`src/rtl/pwm_output_gen.sv`:
```
// rtl/pwm_output_gen.sv - single-channel PWM with period-boundary double-buffered duty
module pwm_output_gen #(
    parameter int unsigned PRESCALE = 196
) (
    input  logic       clk_clk,
    input  logic       reset_reset_n,
    input  logic [7:0] duty_in,
    input  logic       enable,
    output logic       pwm_out,
    output logic       period_start,
    output logic [7:0] duty_active
);

    localparam int PW = (PRESCALE > 1) ? $clog2(PRESCALE) : 1;
    localparam logic [PW-1:0] PRE_LAST = PW'(PRESCALE - 1);

    logic [PW-1:0] pre;
    logic [7:0]    cnt;
    logic          run;
    logic          tick;
    logic          wrap;

    // The first enabled cycle only arms run, so a fresh period starts at cnt=0, pre=0.
    assign tick = run && (pre == PRE_LAST);
    assign wrap = tick && (cnt == 8'd254);

    always_ff @(posedge clk_clk or negedge reset_reset_n) begin
        if (!reset_reset_n) begin
            pre          <= '0;
            cnt          <= '0;
            run          <= 1'b0;
            duty_active  <= '0;
            pwm_out      <= 1'b0;
            period_start <= 1'b0;
        end else if (!enable) begin
            pre          <= '0;
            cnt          <= '0;
            run          <= 1'b0;
            duty_active  <= duty_in;
            pwm_out      <= 1'b0;
            period_start <= 1'b0;
        end else begin
            run          <= 1'b1;
            pwm_out      <= run && (cnt < duty_active);
            period_start <= !run || wrap;
            if (!run) begin
                pre <= '0;
                cnt <= '0;
            end else if (tick) begin
                pre <= '0;
                if (wrap) begin
                    cnt         <= 8'd0;
                    duty_active <= duty_in;
                end else begin
                    cnt <= cnt + 8'd1;
                end
            end else begin
                pre <= pre + PW'(1);
            end
        end
    end

endmodule
```
`config.mk`:
```
export PLATFORM = sky130hd
export DESIGN_NAME = pwm_output_gen
export DESIGN_NICKNAME = d
export VERILOG_FILES = /design/src/rtl/pwm_output_gen.sv
export SDC_FILE = /design/constraint.sdc
export NUM_CORES = 1
export LEC_CHECK = 0
export CORE_AREA = 2 2 57 59
export DETAILED_ROUTE_END_ITERATION = 8
export DIE_AREA = 0 0 59 61
export HOLD_SLACK_MARGIN = 0.05
export PLACE_DENSITY = 0.72
export SYNTH_ARGS = -nofsm -noshare
export SYNTH_HDL_FRONTEND = slang
export SYNTH_SLANG_ARGS = --single-unit
```
`constraint.sdc`:
```
create_clock -name clk_clk -period 1.7 [get_ports clk_clk]
set_clock_uncertainty 0.05 [all_clocks]
set_input_delay 0.255 -clock clk_clk [delete_from_list [all_inputs] [get_ports clk_clk]]
set_output_delay 0.255 -clock clk_clk [all_outputs]
set_load 0.005 [all_outputs]
```
==> flow_metrics.env <==
export IMPL_outcome="finished with violations"
export IMPL_failed_checks="setup timing"
export IMPL_synth_seq_area_share_pct=49.8
export IMPL_routed_via_count=1176
export IMPL_final_common_cell="dfrtp_1"
export IMPL_gp_congestion=0.758
export IMPL_slew_headroom_pct=76.6
export IMPL_synth_cells=127
export IMPL_timing_setup_tns_ns=-0.132
export IMPL_clk_latency_ns=0.34
export IMPL_synthDistinctLibCells=28
export IMPL_fillCellCount=237
export IMPL_power_per_cell_area_nw_per_um2=617
export IMPL_fmaxAchievable_mhz=580
export IMPL_dieArea_um2=3600
export IMPL_pin_count=21
export IMPL_grt_pass1_wl_um=5000
export IMPL_hpwl_um=2170
export IMPL_cts_root_buffer="clkbuf_4"
export IMPL_n_antenna_cell=0
export IMPL_avgSynthCellArea_um2=10.7
export IMPL_grt_overflow_total=0
export IMPL_rsz0062_at_grt="true"
export IMPL_met2_usage_pct=34.3
export IMPL_final_instance_count_excl_fill=208
export IMPL_core_area_um2=2950
export IMPL_cts_hold_buf=0
export IMPL_maxSlewViolCount=0
export IMPL_drtPass1Iterations=4
export IMPL_yosysWarnings=0
export IMPL_arrival_ns=1.91
export IMPL_grt_max_degree=28
export IMPL_drc=0
export IMPL_fin_crit_sh_pct=101
export IMPL_start_kind="register"
export IMPL_setup_viol=8
export IMPL_multi_input_comb_area_um2=713
export IMPL_io_buffers=20
export IMPL_totalWireLength_um=3170
export IMPL_cts_buffers_inserted=3
export IMPL_final_nets=197
export IMPL_cts_sinks=27
export IMPL_htreeDepth=1
export IMPL_syn_nets=148
export IMPL_finalHoldViolCount=0
export IMPL_routedWlPerCell_um=15.2
export IMPL_drt_iter0_drc=44
export IMPL_holdWs_ns=0.227
export IMPL_worstMarginPinSlew_ns=0.351
export IMPL_cap_violations=0
export IMPL_syn2layout_area_growth_pct=38.6
export IMPL_crit_required_ns=1.88
export IMPL_layout_drive_gt1_share_pct=28.6
export IMPL_vias_per_cell=5.65
export IMPL_die_w_um=59
export IMPL_power_total_mw=1.16
export IMPL_mostFrequentLayoutCells="dfrtp_1 (26), buf_4 (25), clkdlybuf4s50_1 (20)"
export IMPL_p_leak_nw=0.849
export IMPL_grt_pass1_vias=1184
export IMPL_start_util_pct=45.9
export IMPL_use_met1_pct=21.7
export IMPL_period_needed_ns=1.72
export IMPL_antenna_found_initial=0
export IMPL_worstSetupPathType="register to register"
export IMPL_synth_area_um2=1360
export IMPL_use_met3_pct=2.77
export IMPL_cts_tree="done"
export IMPL_regArea_um2=677
export IMPL_clk_pin_slew_worst_paths_ns=0.14
export IMPL_grt_busiest_layer="met2"
export IMPL_grt_util_all_layers_pct=18.4
export IMPL_end_kind="register"
export IMPL_vdd_ir_drop_max_mv=0.356
export IMPL_cp_max_fo=8
export IMPL_rows=20
export IMPL_clockBufferDepth=2
export IMPL_layout_setup_ws_ns=-0.0247
export IMPL_ys_ff_latch=27
export IMPL_dp_cells=199
export IMPL_fp_dieH_um=61
export IMPL_hold_path_class="input pin to asynchronous set/reset pin"
export IMPL_ant_nets=0
## power by group
| group | switching [mW] | total (mW) | internal [mW] |
|---|---|---|---|
| clock network | 0.196 | 0.288 | 0.0923 |
| registers | 0.0172 | 0.684 | 0.667 |
| logic | 0.0772 | 0.187 | 0.110 |
| total | 0.290 | 1.16 | 0.869 |
## routing by layer
metal | vias to the layer above | share of wire, %
li1 | 556 | -
met1 | 586 | 42
met2 | 27 | 53
met3 | 7 | 3.0
met4 | 0 | 2.2
met5 | - | 0
## critical path, stage by stage (launching register included)
cell and delay [ns]:
dfrtp_1 0.38, ha_2 0.18, and4bb_2 0.27, nand4_1 0.19, nand2_4 0.19, mux2_2 0.35
## Yosys cell counts (all sizes together)
| cell | count | area share [%] |
|---|---|---|
| o31ai | 3 | 1.7 |
| mux2 | 8 | 6.6 |
| nor2 | 5 | 1.4 |
| nand4 | 2 | 0.92 |
| nand3 | 7 | 2.6 |
| inv | 9 | 2.5 |
| xnor2 | 2 | 1.3 |
| a21boi | 1 | 0.55 |
| a21oi | 12 | 4.7 |
| o22ai | 1 | 0.46 |
| nand2 | 9 | 2.5 |
| a21o | 1 | 0.55 |
| and4bb | 2 | 1.8 |
| and3 | 3 | 1.4 |
| nor3 | 1 | 0.37 |
| buf | 1 | 0.37 |
| or4 | 2 | 1.1 |
| xor2 | 2 | 1.3 |
| a2111o | 1 | 0.83 |
| ha | 10 | 9.2 |
| nand2b | 1 | 0.46 |
| nor2b | 1 | 0.46 |
| o21ai | 7 | 2.6 |
| dfrtp | 27 | 50 |
| or3 | 6 | 2.8 |
| a31oi | 1 | 0.46 |
| and4 | 2 | 1.3 |
## state kept, by name (all words and copies together) (netlist names)
register	count
pwm_out	1
pre	8
period_start	1
cnt	8
duty_active	8
run	1
## final timing paths
path / from / end / slack (ns) / cells after the start
setup / recovery: pre[0] / duty_active[1] / -0.02 / 5
hold / removal: reset_reset_n / period_start / 0.23 / 2
setup reg to reg: pre[0] / duty_active[1] / -0.02 / 5
hold reg to reg: duty_active[3] / duty_active[3] / 0.50 / 1
max in group asynchronous: reset_reset_n / cnt[5] / 1.10 / 2
min in group clk_clk: duty_in[6] / duty_active[6] / 0.47 / 2
## per-stage QoR
stage / utilization, % / setup WS, ns / cell area [um2]
2_1_floorplan: - / 0.0292 / 1360
6_report: 63.6 / -0.0247 / 1880
3_5_place_dp: 59.1 / -0.00342 / 1750
5_1_grt: 63.6 / -0.102 / 1880
4_1_cts: 61.3 / -0.0251 / 1810
3_3_place_gp: 59.1 / 0.0606 / 1750
## what timing repair did
| action | 4_1_cts | 5_1_grt |
|---|---|---|
| gates resized for setup | 4 | 12 |
| endpoints found under the setup margin | 12 | 18 |
| buffers inserted | 3 | 2 |
| pin swaps | 0 | 2 |
## cell type report
cell class              instances  area share, %
clock buffers                   4           1.40
inverters                       9           1.80
multi-input cells              90           37.9
flip-flops and latches         27           36.0
well taps                      33           2.20
repair buffers                 45           20.6
## cells by family after synthesis
kind of cell / synth area share, %
buf+inv: 2.86
mux: 6.64
compound gates: 11.8
fa+ha+maj: 9.23
flops: 49.8
simple gates: 17.1
xor+xnor: 2.58
No activity file was read; power rests on OpenSTA's default activity.
